**src/rtl/uart_pkg.sv**
```systemverilog
// Shared constants, expected-banner ROM and FSM state encoding for the UART frame checker.
package uart_pkg;

    localparam logic [7:0] CR = 8'h0D;
    localparam logic [7:0] LF = 8'h0A;
    localparam logic [7:0] EQ = 8'h3D;

    localparam int BANNER_LEN = 18;

    typedef enum logic [1:0] {
        S_IDLE,
        S_RECV,
        S_WAIT_LF,
        S_DISCARD
    } frame_state_e;

    // "====HELLO WORLD===": positions outside the text part read as '='.
    function automatic logic [7:0] exp_char(input int index);
        case (index)
            4:       exp_char = 8'h48;
            5:       exp_char = 8'h45;
            6:       exp_char = 8'h4C;
            7:       exp_char = 8'h4C;
            8:       exp_char = 8'h4F;
            9:       exp_char = 8'h20;
            10:      exp_char = 8'h57;
            11:      exp_char = 8'h4F;
            12:      exp_char = 8'h52;
            13:      exp_char = 8'h4C;
            14:      exp_char = 8'h44;
            default: exp_char = EQ;
        endcase
    endfunction

endpackage

```
**src/rtl/uart_rx_fifo.sv**
```systemverilog
// Synchronous byte FIFO with registered read data and a sticky overflow flag.
module uart_rx_fifo #(
    parameter int DEPTH = 32
) (
    input  logic                     clk,
    input  logic                     rst,
    input  logic                     push,
    input  logic [7:0]               push_data,
    input  logic                     pop,
    output logic [7:0]               rd_data,
    output logic                     empty,
    output logic [$clog2(DEPTH):0]   cnt,
    output logic                     ovf
);

    localparam int PTR_W = $clog2(DEPTH);
    localparam int CNT_W = PTR_W + 1;
    localparam logic [CNT_W-1:0] FULL_CNT = CNT_W'(DEPTH);

    logic [7:0]       mem [DEPTH];
    logic [PTR_W-1:0] wr_ptr_q, wr_ptr_d;
    logic [PTR_W-1:0] rd_ptr_q, rd_ptr_d;
    logic [CNT_W-1:0] cnt_q, cnt_d;
    logic [7:0]       rd_data_q, rd_data_d;
    logic             ovf_q, ovf_d;
    logic             do_push, do_pop;

    // A push into a full FIFO is still accepted when a pop frees a slot in the same cycle.
    always_comb begin
        do_pop    = pop && (cnt_q != '0);
        do_push   = push && ((cnt_q != FULL_CNT) || do_pop);
        wr_ptr_d  = wr_ptr_q;
        rd_ptr_d  = rd_ptr_q;
        cnt_d     = cnt_q;
        rd_data_d = rd_data_q;
        ovf_d     = ovf_q;
        if (do_push) begin
            wr_ptr_d = wr_ptr_q + PTR_W'(1);
        end
        if (do_pop) begin
            rd_ptr_d  = rd_ptr_q + PTR_W'(1);
            rd_data_d = mem[rd_ptr_q];
        end
        if (push && !do_push) begin
            ovf_d = 1'b1;
        end
        if (do_push && !do_pop) begin
            cnt_d = cnt_q + CNT_W'(1);
        end else if (!do_push && do_pop) begin
            cnt_d = cnt_q - CNT_W'(1);
        end
    end

    always_ff @(posedge clk) begin
        if (do_push) begin
            mem[wr_ptr_q] <= push_data;
        end
    end

    always_ff @(posedge clk) begin
        if (rst) begin
            wr_ptr_q  <= '0;
            rd_ptr_q  <= '0;
            cnt_q     <= '0;
            rd_data_q <= '0;
            ovf_q     <= 1'b0;
        end else begin
            wr_ptr_q  <= wr_ptr_d;
            rd_ptr_q  <= rd_ptr_d;
            cnt_q     <= cnt_d;
            rd_data_q <= rd_data_d;
            ovf_q     <= ovf_d;
        end
    end

    assign rd_data = rd_data_q;
    assign empty   = (cnt_q == '0);
    assign cnt     = cnt_q;
    assign ovf     = ovf_q;

endmodule

```
**src/rtl/uart_frame_check.sv**
```systemverilog
// Frames received bytes into CR/LF lines, checks each against the banner and echoes all bytes via a FIFO.
// Define UART_FRAME_TIMEOUT_EN to abort a frame after TIMEOUT_CYC idle cycles.
module uart_frame_check
    import uart_pkg::*;
#(
    parameter int          FIFO_DEPTH  = 32,
    parameter int          MAX_LEN     = 32,
    parameter logic [23:0] TIMEOUT_CYC = 24'd1_000_000
) (
    input  logic                          clk,
    input  logic                          rst,
    input  logic [7:0]                    rx_data,
    input  logic                          rx_valid,
    input  logic                          rd_en,
    output logic [7:0]                    rd_data,
    output logic                          fifo_empty,
    output logic [$clog2(FIFO_DEPTH):0]   fifo_cnt,
    output logic                          fifo_ovf,
    output logic                          frame_ok,
    output logic                          frame_err,
    output logic [15:0]                   ok_cnt,
    output logic [15:0]                   err_cnt
);

    localparam int IDX_W = $clog2(MAX_LEN + 1);
    localparam logic [IDX_W-1:0] BANNER_IDX = IDX_W'(BANNER_LEN);
    localparam logic [IDX_W-1:0] MAX_IDX    = IDX_W'(MAX_LEN);

    frame_state_e     state_q, state_d;
    logic [IDX_W-1:0] idx_q, idx_d;
    logic             mis_q, mis_d;
    logic             frame_ok_q, frame_ok_d;
    logic             frame_err_q, frame_err_d;
    logic [15:0]      ok_cnt_q, ok_cnt_d;
    logic [15:0]      err_cnt_q, err_cnt_d;

`ifdef UART_FRAME_TIMEOUT_EN
    logic [23:0]      idle_q, idle_d;
`else
    logic             timeout_unused;
    assign timeout_unused = ^TIMEOUT_CYC;
`endif

    uart_rx_fifo #(
        .DEPTH     (FIFO_DEPTH)
    ) u_fifo (
        .clk       (clk),
        .rst       (rst),
        .push      (rx_valid),
        .push_data (rx_data),
        .pop       (rd_en),
        .rd_data   (rd_data),
        .empty     (fifo_empty),
        .cnt       (fifo_cnt),
        .ovf       (fifo_ovf)
    );

    always_comb begin
        state_d     = state_q;
        idx_d       = idx_q;
        mis_d       = mis_q;
        frame_ok_d  = 1'b0;
        frame_err_d = 1'b0;
        case (state_q)
            S_IDLE: begin
                if (rx_valid) begin
                    if (rx_data == CR) begin
                        state_d = S_WAIT_LF;
                        idx_d   = '0;
                    end else begin
                        mis_d   = (rx_data != exp_char(0));
                        idx_d   = IDX_W'(1);
                        state_d = S_RECV;
                    end
                end
            end
            S_RECV: begin
                if (rx_valid) begin
                    if (rx_data == CR) begin
                        state_d = S_WAIT_LF;
                    end else begin
                        if ((rx_data != exp_char(int'(idx_q))) || (idx_q >= BANNER_IDX)) begin
                            mis_d = 1'b1;
                        end
                        idx_d = idx_q + IDX_W'(1);
                        // Overlong lines are swallowed up to the next LF.
                        if (idx_d == MAX_IDX) begin
                            state_d = S_DISCARD;
                        end
                    end
                end
            end
            S_WAIT_LF: begin
                if (rx_valid) begin
                    if ((rx_data == LF) && !mis_q && (idx_q == BANNER_IDX)) begin
                        frame_ok_d = 1'b1;
                    end else begin
                        frame_err_d = 1'b1;
                    end
                    state_d = S_IDLE;
                    idx_d   = '0;
                    mis_d   = 1'b0;
                end
            end
            S_DISCARD: begin
                if (rx_valid && (rx_data == LF)) begin
                    frame_err_d = 1'b1;
                    state_d     = S_IDLE;
                    idx_d       = '0;
                    mis_d       = 1'b0;
                end
            end
            default: begin
                state_d = S_IDLE;
            end
        endcase

`ifdef UART_FRAME_TIMEOUT_EN
        // A byte arriving in the expiry cycle takes priority over the timeout.
        idle_d = '0;
        if ((state_q != S_IDLE) && !rx_valid) begin
            if (idle_q == (TIMEOUT_CYC - 24'd1)) begin
                frame_err_d = 1'b1;
                state_d     = S_IDLE;
                idx_d       = '0;
                mis_d       = 1'b0;
            end else begin
                idle_d = idle_q + 24'd1;
            end
        end
`endif

        ok_cnt_d  = ok_cnt_q;
        err_cnt_d = err_cnt_q;
        if (frame_ok_d && (ok_cnt_q != 16'hFFFF)) begin
            ok_cnt_d = ok_cnt_q + 16'd1;
        end
        if (frame_err_d && (err_cnt_q != 16'hFFFF)) begin
            err_cnt_d = err_cnt_q + 16'd1;
        end
    end

    always_ff @(posedge clk) begin
        if (rst) begin
            state_q     <= S_IDLE;
            idx_q       <= '0;
            mis_q       <= 1'b0;
            frame_ok_q  <= 1'b0;
            frame_err_q <= 1'b0;
            ok_cnt_q    <= '0;
            err_cnt_q   <= '0;
`ifdef UART_FRAME_TIMEOUT_EN
            idle_q      <= '0;
`endif
        end else begin
            state_q     <= state_d;
            idx_q       <= idx_d;
            mis_q       <= mis_d;
            frame_ok_q  <= frame_ok_d;
            frame_err_q <= frame_err_d;
            ok_cnt_q    <= ok_cnt_d;
            err_cnt_q   <= err_cnt_d;
`ifdef UART_FRAME_TIMEOUT_EN
            idle_q      <= idle_d;
`endif
        end
    end

    assign frame_ok  = frame_ok_q;
    assign frame_err = frame_err_q;
    assign ok_cnt    = ok_cnt_q;
    assign err_cnt   = err_cnt_q;

endmodule

```
**config.mk**
```make
export PLATFORM = sky130hd
export DESIGN_NAME = uart_frame_check
export DESIGN_NICKNAME = d
export VERILOG_FILES = /design/src/rtl/uart_pkg.sv /design/src/rtl/uart_rx_fifo.sv /design/src/rtl/uart_frame_check.sv
export SDC_FILE = /design/constraint.sdc
export NUM_CORES = 1
export LEC_CHECK = 0
export CORE_MARGIN = 1
export CORE_UTILIZATION = 45
export DETAILED_ROUTE_END_ITERATION = 6
export DONT_BUFFER_PORTS = 1
export PLACE_DENSITY = 0.65
export SLEW_MARGIN = 10
export SYNTH_ARGS = -nofsm -noshare
export SYNTH_HDL_FRONTEND = slang
export SYNTH_SLANG_ARGS = --single-unit
```
**constraint.sdc**
```tcl
create_clock -name clk -period 2.6 [get_ports clk]
set_input_delay 0 -clock clk [delete_from_list [all_inputs] [get_ports clk]]
set_output_delay 0 -clock clk [all_outputs]
set_load 0.05 [all_outputs]
```
After elaboration in Yosys (flattened, before gate mapping)
Memories as Yosys holds them, arrays and structs flattened. A register that Yosys moved wholly into a read port is not among the register bits.
Index checks and enable logic that the tools add are counted.
Storage, ports and cells
  flip-flop bits (word level): 60
  bits in latches: 0
  RAM bits: 256
  memory bits (read-only): 112
  input port bits: 12
  output and inout port bits: 50
  logic and storage cells: 104
  memories: 2
Memories
  u_fifo.mem: depth 32, width 8, rd ports 1, clocked after memory_dff 1, write ports 1, RTL line uart_rx_fifo.sv:20  | logic [7:0] mem [DEPTH];
  (no name shown): depth 16, width 7, rd ports 1, clocked after memory_dff 1, write ports 0, RTL line uart_pkg.sv:19  | case (index)
Cells by class
  $add $sub $neg: 7
  $mul: 0
  divide/modulo/power cells: 0
  magnitude comparators: 1
  equal/unequal tests: 20
  shift operators: 0
  mux-type cells: 40
  bitwise logic cells: 0
  reductions and logical operators: 23
Operators by type and width (number)
  6-bit 2-to-1 mux: 7
  16-bit by 1-bit adder with 16-bit output, second input constant: 2
  8-bit 2-to-1 mux: 4
  16-bit != test, second input constant: 2
  6-bit one-hot mux with 4 select lines: 1
  8-bit by 4-bit == test with 1-bit output, second input constant: 2
  1-bit 2-to-1 mux: 16
  2-bit 2-to-1 mux: 7
  2-bit != test, second input constant: 7
  6-bit by 1-bit adder with 6-bit output, second input constant: 2
  5-bit by 1-bit adder with 5-bit output, second input constant: 2
  1-bit logical AND: 10
  5-bit AND reduction: 2
  4-bit 2-to-1 mux: 2
  8-bit by 6-bit != test with 1-bit output, second input constant: 1
  8-bit != test: 1
  2-bit one-hot mux with 4 select lines: 1
  7-bit AND reduction: 1
  6-bit by 5-bit == test with 1-bit output, second input constant: 1
  6-bit == test, second input constant: 1
  6-bit by 5-bit greater-or-equal comparator with 1-bit output, second input constant: 1
  6-bit logical NOT: 1
  6-bit != test, second input constant: 1
  6-bit nonzero test: 1
  other kinds (10): 15

Depth between registers and ports, before layout
Gate-level depths: netlist (run 1).
  depth in word-level cells: 11
  mapped depth: 14
  gate-level depth less buffers: 13

Cells and area by module
Synthesis (run 1) repeated with hierarchy kept, for this count alone.
Unflattened totals
  cell total of the unflattened synthesis: 931
  area, all modules: 14007.2 sq um
By module, submodules not included
  uart_rx_fifo: instances 1, cells an instance 590, area an instance 11086.9 sq um
  uart_frame_check: instances 1, cells an instance 341, area an instance 2920.3 sq um

Worst setup path after synthesis (run 1)
No wires, ideal clock.
  kind: reg2reg
  start: reg u_fifo.cnt_q[1] (netlist: u_fifo.cnt[1])
  end: reg u_fifo.cnt_q[5] (netlist: u_fifo.cnt[5])
  library setup time: 0.128 ns
  arrival time: 2.984 ns
  required time: 2.472 ns
  path slack: -0.512 ns
  cell stages (with the launch flop): 12
  path buffers: 0
  clock period less this slack: 3.112 ns
  cells stage by stage: dfxtp_1 -> nor4_1 -> a41oi_1 -> ha_1 -> inv_1 -> ha_1 -> a21o_1 -> a21o_1 -> a211o_1 -> o211ai_1 -> xnor2_1 -> nor2_1
On the way
  word-level cells in the longest chain between the ends: 7
  elaborated cells between the ends (all ways): 14
  classes of those cells: 2 x add/sub; 1 x eq/ne; 2 x mux; 9 x reduce/logical
Ends and longest elaborated chain
  start, declared: RTL line uart_rx_fifo.sv:23  | logic [CNT_W-1:0] cnt_q, cnt_d;
  start signal, assigned: RTL line uart_rx_fifo.sv:70  | cnt_q <= cnt_d;
  6-bit nonzero test: RTL line uart_rx_fifo.sv:30  | do_pop = pop && (cnt_q != '0);
  1-bit logical AND: RTL line uart_rx_fifo.sv:30
  1-bit logical OR (*): RTL line uart_rx_fifo.sv:31  | do_push = push && ((cnt_q != FULL_CNT) || do_pop);
  1-bit logical AND (*): RTL line uart_rx_fifo.sv:31
  named net u_fifo.do_push: RTL line uart_rx_fifo.sv:26  | logic do_push, do_pop;
  1-bit logical NOT: RTL line uart_rx_fifo.sv:49  | end else if (!do_push && do_pop) begin
  1-bit logical AND: RTL line uart_rx_fifo.sv:49
  2-bit nonzero test (no source line)
Mark *: on every way through the listed nets, which the timed path passes. The rest lies on a longest branch. The select of a mux whose other input is x is not followed.
A chain may end at the register's enable or synchronous reset.

==> run_results.csv, run 1 <==
group,metric,value,unit
setup_path,worst-path-max-fanout,6,
yosys,synth.most_common_cell,"edfxtp_1",
timing,min_period,2.51,ns
routing,avgRoutedWirePerCell,21.4,um
hold_path,hold_path_class,"in -> reg",
layout,design_area,16300,um2
placed_design,hpwl,17700,um
die,fp.dieW,177,um
routing,post-route-drc-count,0,
yosys,ys_async_sr_fraction,0,%
yosys,synthCells,888,
layout,fin_nets,1007,
timing,clock.fmax,0.399,GHz
clock_network,clk_path_buf_depth,3,
layout,final_cells,1394,
routing,dr_total_vias,7861,
die,die-area,31400,um2
die,start_util,46.2,%
placed_design,port_buffers,0,
yosys,synthTopCellsByCount,"edfxtp_1 (256), nor2_1 (106), dfxtp_1 (75)",
placed_design,place_ws,0.104,ns
clock_network,numCtsBuffers,36,
global_routing,grt_pass1_wl,46100,um
status,status,"finished, final reports clean",
yosys,netlist.area_leader.share,55.6,%
pwr,power_leakage,5.37,nW
setup_path,cp.required,2.99,ns
die,rows,63,
pwr,power.density,876,nW/um2
die,fp.coreArea,30000,um2
yosys,syn_avg_cell_area,15.6,um2
global_routing,grt.overflow.total,0,
setup_path,end_kind,"register",
clock_network,numClockSinks,331,
timing,fin_hold_ws,0.0213,ns
routing,routed_wl,29800,um
yosys,synth-seq-cells,331,
placed_design,dp_cells,1298,
yosys,yosysUniqueCellTypes,67,
pwr,fin_total_pwr,14.3,mW
yosys,syn_area,13800,um2
timing,worst_slew_pin_slew,1.17,ns
clock_network,clk_latency,0.53,ns
setup_path,cp.arrival,2.90,ns
yosys,synth-edff-count,256,
placed_design,gp_congestion,0.798,
global_routing,grt_max_degree,67,
setup_path,cp_num_buf_inv,1,
layout,syn_to_final_growth,18.0,%
timing,max-slew-margin-rel,21.4,%
routing,drt-initial-drc-count,638,
timing,tns,0,ns
yosys,yosysWarningCount,0,
flow_run,maxCapViolations,0,
timing,setup_ws,0.0913,ns
yosys,synth_ff_type,"edfxtp_1",
timing,clock_skew,0.0214,ns
die,die_h,177,um
clock_network,cts_tree,"yes",
clock_network,clock-root-buffer,"clkbuf_16",
routing,firstDrtPassIters,5,
yosys,synth_nets,921,
timing,period_share,96.5,%
clock_network,htreeDepth,2,
setup_path,criticalPathCategory,"in -> reg",
timing,rsz0062_at_grt,"true",
global_routing,grt_pass1_vias,7963,
clock_network,path_clk_slew,0.05,ns
timing,hold_violations,0,
yosys,yosysTopAreaCell,"edfxtp_1",
placed_design,place_area,14700,um2
setup_path,start_kind,"input pin",
timing,finalSetupViolations,0,
setup_path,crit_family,"simple AND/OR/NAND/NOR gates",
yosys,synthTopCellsByArea,"edfxtp_1 (56%), mux4_2 (12%), dfxtp_1 (11%), nor2_1 (2.9%), ha_1 (1.8%)",
pwr,ir_worst_vdd,0.764,mV
setup_path,crit_path_top_delay_cell,"dlygate4sd3_1",
layout,drive_gt1_share,23.2,%
setup_path,critPathMaxStageDelay,0.60,ns
routing,viasPerCell,5.64,
global_routing,grt_antenna_before_repair,5,
layout,final_util,54.5,%
timing,maxSlewViolCount,0,
setup_path,path_cells,"dlygate4sd3_1, or4_4, or2_4, xor2_2, a221oi_4, nor2_1, ha_1, nand2b_1, a211o_1",
routing,postRouteAntennaNets,0,
yosys,synth_seq_area_share,66.5,%
die,ios,62,
global_routing,grt_util_all_layers,19.5,%
final timing paths:
kind | startpoint | to | slack, ns | cells after the start
max | rx_data[5] | register | 0.09 | 9
min reg2reg | mis_q$_SDFFE_PP0P_ | mis_q$_SDFFE_PP0P_ | 0.47 | 2
max reg2reg | u_fifo.cnt[3]$_SDFFE_PP0P_ | u_fifo.mem[11][3]$_DFFE_PP_ | 0.11 | 7
min | rx_data[3] | mis_q$_SDFFE_PP0P_ | 0.02 | 5
routing by layer:
metal / routed length, um / global-route usage (%) / vias up / part of all wire, %
met5: 0 / 0 / - / 0
li1: - / - / 3634 / -
met4: 838 / 6.98 / 0 / 2.8
met3: 2430 / 5.01 / 59 / 8.2
met2: 14200 / 31.6 / 246 / 48
met1: 12300 / 25.5 / 3922 / 41
power breakdown:
| group | total, mW | internal [mW] | switching, mW | leakage (nW) |
|---|---|---|---|---|
| combinational | 2.87 | 1.44 | 1.43 | 1.86 |
| clock | 5.25 | 3.19 | 2.06 | 0.593 |
| sequential | 6.17 | 5.85 | 0.314 | 2.92 |
logic make-up (layout without fill, tap and decap cells):
| group | count (synthesis) | count (layout) | synth area share, % |
|---|---|---|---|
| buffers and inverters | 56 | 169 | 1.69 |
| AO/OA/AOI/OAI | 85 | 85 | 4.66 |
| AND/OR/NAND/NOR | 259 | 259 | 9.13 |
| flip-flops | 331 | 331 | 66.5 |
| adder cells (fa/ha/maj) | 21 | 21 | 1.95 |
| multiplexers | 92 | 92 | 13.3 |
| other | 0 | 3 | 0 |
| XOR/XNOR | 44 | 44 | 2.84 |
state kept, by name (all words and copies together), names as in the netlist, named ones only:
| signal | cells |
|---|---|
| u_fifo.mem | 256 |
| frame_ok | 1 |
| err_cnt | 16 |
| frame_err | 1 |
| u_fifo.rd_ptr_q | 5 |
| ok_cnt | 16 |
| idx_q | 6 |
| u_fifo.wr_ptr_q | 5 |
| state_q | 2 |
| u_fifo.cnt | 6 |
| u_fifo.ovf | 1 |
| mis_q | 1 |
| u_fifo.rd_data | 8 |
timing repair:
item                                   4_1_cts  5_1_grt
hold buffers                                23        2
endpoints found under the hold margin      331        1
buffers inserted                             0        3
setup endpoints to repair                    0        3
gates resized for setup                      0        3
layout by cell type (no fill, tap or decap), types with 14 or more instances in the layout:
master,n
clkbuf_16,36
ha_1,18
buf_4,59
nand2_1,38
dlygate4sd3_1,18
xor2_1,26
dfxtp_1,67
inv_1,14
mux2i_1,19
edfxtp_1,256
nand3_1,23
mux4_2,73
nor3_1,14
xnor2_1,17
a21oi_1,18
nor2_1,106
tightest hold or removal path, stage by stage:
cell and delay (ns):
nand2b_1 0.04, o32ai_1 0.10, a31o_2 0.13, a31oi_1 0.09
mux2i_1 0.11
final cells by class:
class,instances,area (um2)
diodes,3,7.51
clock buffers,47,982
clock inverters,18,250
fillers,2426,13600
inverters,16,67.6
multi-input cells,501,4460
flip-flops and latches,331,9210
well taps,390,488
repair buffers,88,851
(Power assumes the default switching activity.)
==> inputs of run 2 (changes only) <==
- CORE_MARGIN: 1 -> 2
==> run_results.csv, run 2 (synthesis gave the netlist of run 1 again) <==
group,metric,value,unit
timing,maxSlewViolCount,0,
clock_network,cts_tree,"yes",
setup_path,critPathMaxStageDelay,0.84,ns
clock_network,htreeDepth,2,
layout,largest-register,"u_fifo.mem",
setup_path,cp.required,2.73,ns
clock_network,path_clk_slew,0.06,ns
setup_path,crit_path_top_delay_cell,"nor2_1",
clock_network,numClockSinks,331,
layout,final_util,53.2,%
placed_design,place_ws,0.0742,ns
timing,setup_ws,0.124,ns
hold_path,hold_path_class,"in -> reg",
die,die_h,179,um
placed_design,dp_cells,1304,
timing,max-slew-margin-rel,22.5,%
die,rows,64,
layout,layout_commonest_cell,"edfxtp_1",
die,fp.coreArea,30400,um2
pwr,power_leakage,5.32,nW
global_routing,grt_pass1_vias,7893,
setup_path,end_kind,"register",
layout,design_area,16200,um2
setup_path,cp.arrival,2.61,ns
setup_path,start_kind,"register",
layout,fin_nets,1007,
pwr,power.density,852,nW/um2
routing,drt-initial-drc-count,786,
timing,min_period,2.48,ns
layout,mostFrequentLayoutCells,"edfxtp_1 (256), nor2_1 (106), mux4_2 (73)",
status,status,"finished, final reports clean",
routing,postRouteAntennaNets,0,
routing,viasPerCell,5.60,
die,ios,62,
setup_path,path_common_cell,"buf_4",
routing,post-route-drc-count,0,
timing,clock.fmax,0.404,GHz
timing,hold_violations,0,
pwr,ir_worst_vdd,0.558,mV
die,start_util,45.4,%
routing,routed_wl,29500,um
setup_path,path_cells,"nor4_4, buf_4, a41oi_2, buf_4, nand2_1, nor2_1",
layout,drive_gt1_share,22.3,%
timing,period_share,95.2,%
setup_path,crit_family,"simple AND/OR/NAND/NOR gates",
setup_path,worst-path-max-fanout,8,
global_routing,grt_max_degree,67,
global_routing,grt_util_all_layers,19.0,%
placed_design,gp_congestion,0.814,
placed_design,hpwl,17900,um
timing,clock_skew,0.0252,ns
die,die-area,32100,um2
layout,largest_reg_flops,256,
clock_network,clock-root-buffer,"clkbuf_16",
setup_path,criticalPathCategory,"reg -> reg",
routing,firstDrtPassIters,5,
timing,worst_slew_pin_slew,1.16,ns
global_routing,grt_pass1_wl,45600,um
clock_network,clk_latency,0.52,ns
placed_design,port_buffers,0,
routing,avgRoutedWirePerCell,21.1,um
setup_path,cp_num_buf_inv,2,
pwr,fin_total_pwr,13.8,mW
timing,finalSetupViolations,0,
layout,final_cells,1397,
die,fp.dieW,179,um
global_routing,grt_antenna_before_repair,4,
placed_design,place_area,14700,um2
global_routing,grt.overflow.total,0,
layout,syn_to_final_growth,17.2,%
clock_network,clk_path_buf_depth,3,
routing,dr_total_vias,7822,
flow_run,maxCapViolations,0,
clock_network,numCtsBuffers,35,
-- run 2: changes by cell type in the layout (fill, tap and decap cells not counted), sizes merged --
cell / delta
clkinv: +1
dlymetal6s4s: +1
bufinv: -4
inv: -1
dlygate4sd3: -3
buf: +3
diode: -2
clkinvlp: -4
clkbuf: +6
-- run 2: through the flow --
stage | hold slack (ns) | TNS (ns)
6_report | 0.0270 | 0
5_1_grt | 0.0500 | -0.00462
4_1_cts | 0.00113 | 0
3_5_place_dp | 0.0772 | 0
3_3_place_gp | 0.0755 | 0
2_1_floorplan | 0.0989 | 0
-- run 2: final timing paths --
check	from	to	slack [ns]	depth (start not counted)
worst max-delay path	u_fifo.cnt[2]$_SDFFE_PP0P_	u_fifo.mem[0][0]$_DFFE_PP_	0.12	6
worst min-delay path	rx_data[7]	state_q[1]$_SDFFE_PP0P_	0.03	3
worst max register to register	u_fifo.cnt[2]$_SDFFE_PP0P_	u_fifo.mem[0][0]$_DFFE_PP_	0.12	6
worst min register to register	mis_q$_SDFFE_PP0P_	mis_q$_SDFFE_PP0P_	0.48	2
-- run 2: final cells by class --
type                       instances  area, um2
antenna                            1       2.50
clock inverter                    10        100
inverter                          16       65.1
fill                            2439      14200
clock buffer                      53        993
sequential                       331       9210
tap                              396        495
multi-input combinational        501       4450
timing repair buffer              89        881
-- run 2: routing by layer --
| layer | wire length [um] | up-vias | part of all wire (%) | GRT usage [%] |
|---|---|---|---|---|
| li1 | - | 3632 | - | - |
| met1 | 12400 | 3913 | 42 | 25.3 |
| met2 | 14300 | 238 | 48 | 31.2 |
| met3 | 2280 | 39 | 7.7 | 4.64 |
| met4 | 639 | 0 | 2.2 | 5.07 |
| met5 | 0 | - | 0 | 0 |
-- run 2: report_power, final --
group / switching (mW) / internal, mW
clock network: 1.98 / 2.76
registers: 0.285 / 5.85
logic: 1.46 / 1.47
-- run 2: what timing repair did --
item | 4_1_cts | 5_1_grt
hold buffers | 24 | 0
gates resized for setup | 0 | 2
endpoints found under the hold margin | 331 | 0
endpoints found under the setup margin | 0 | 9
buffers inserted | 0 | 5
-- run 2: worst min-delay path, stage by stage --
cell and delay (ns):
or4_4 0.12, o21ai_1 0.11, a311oi_1 0.25
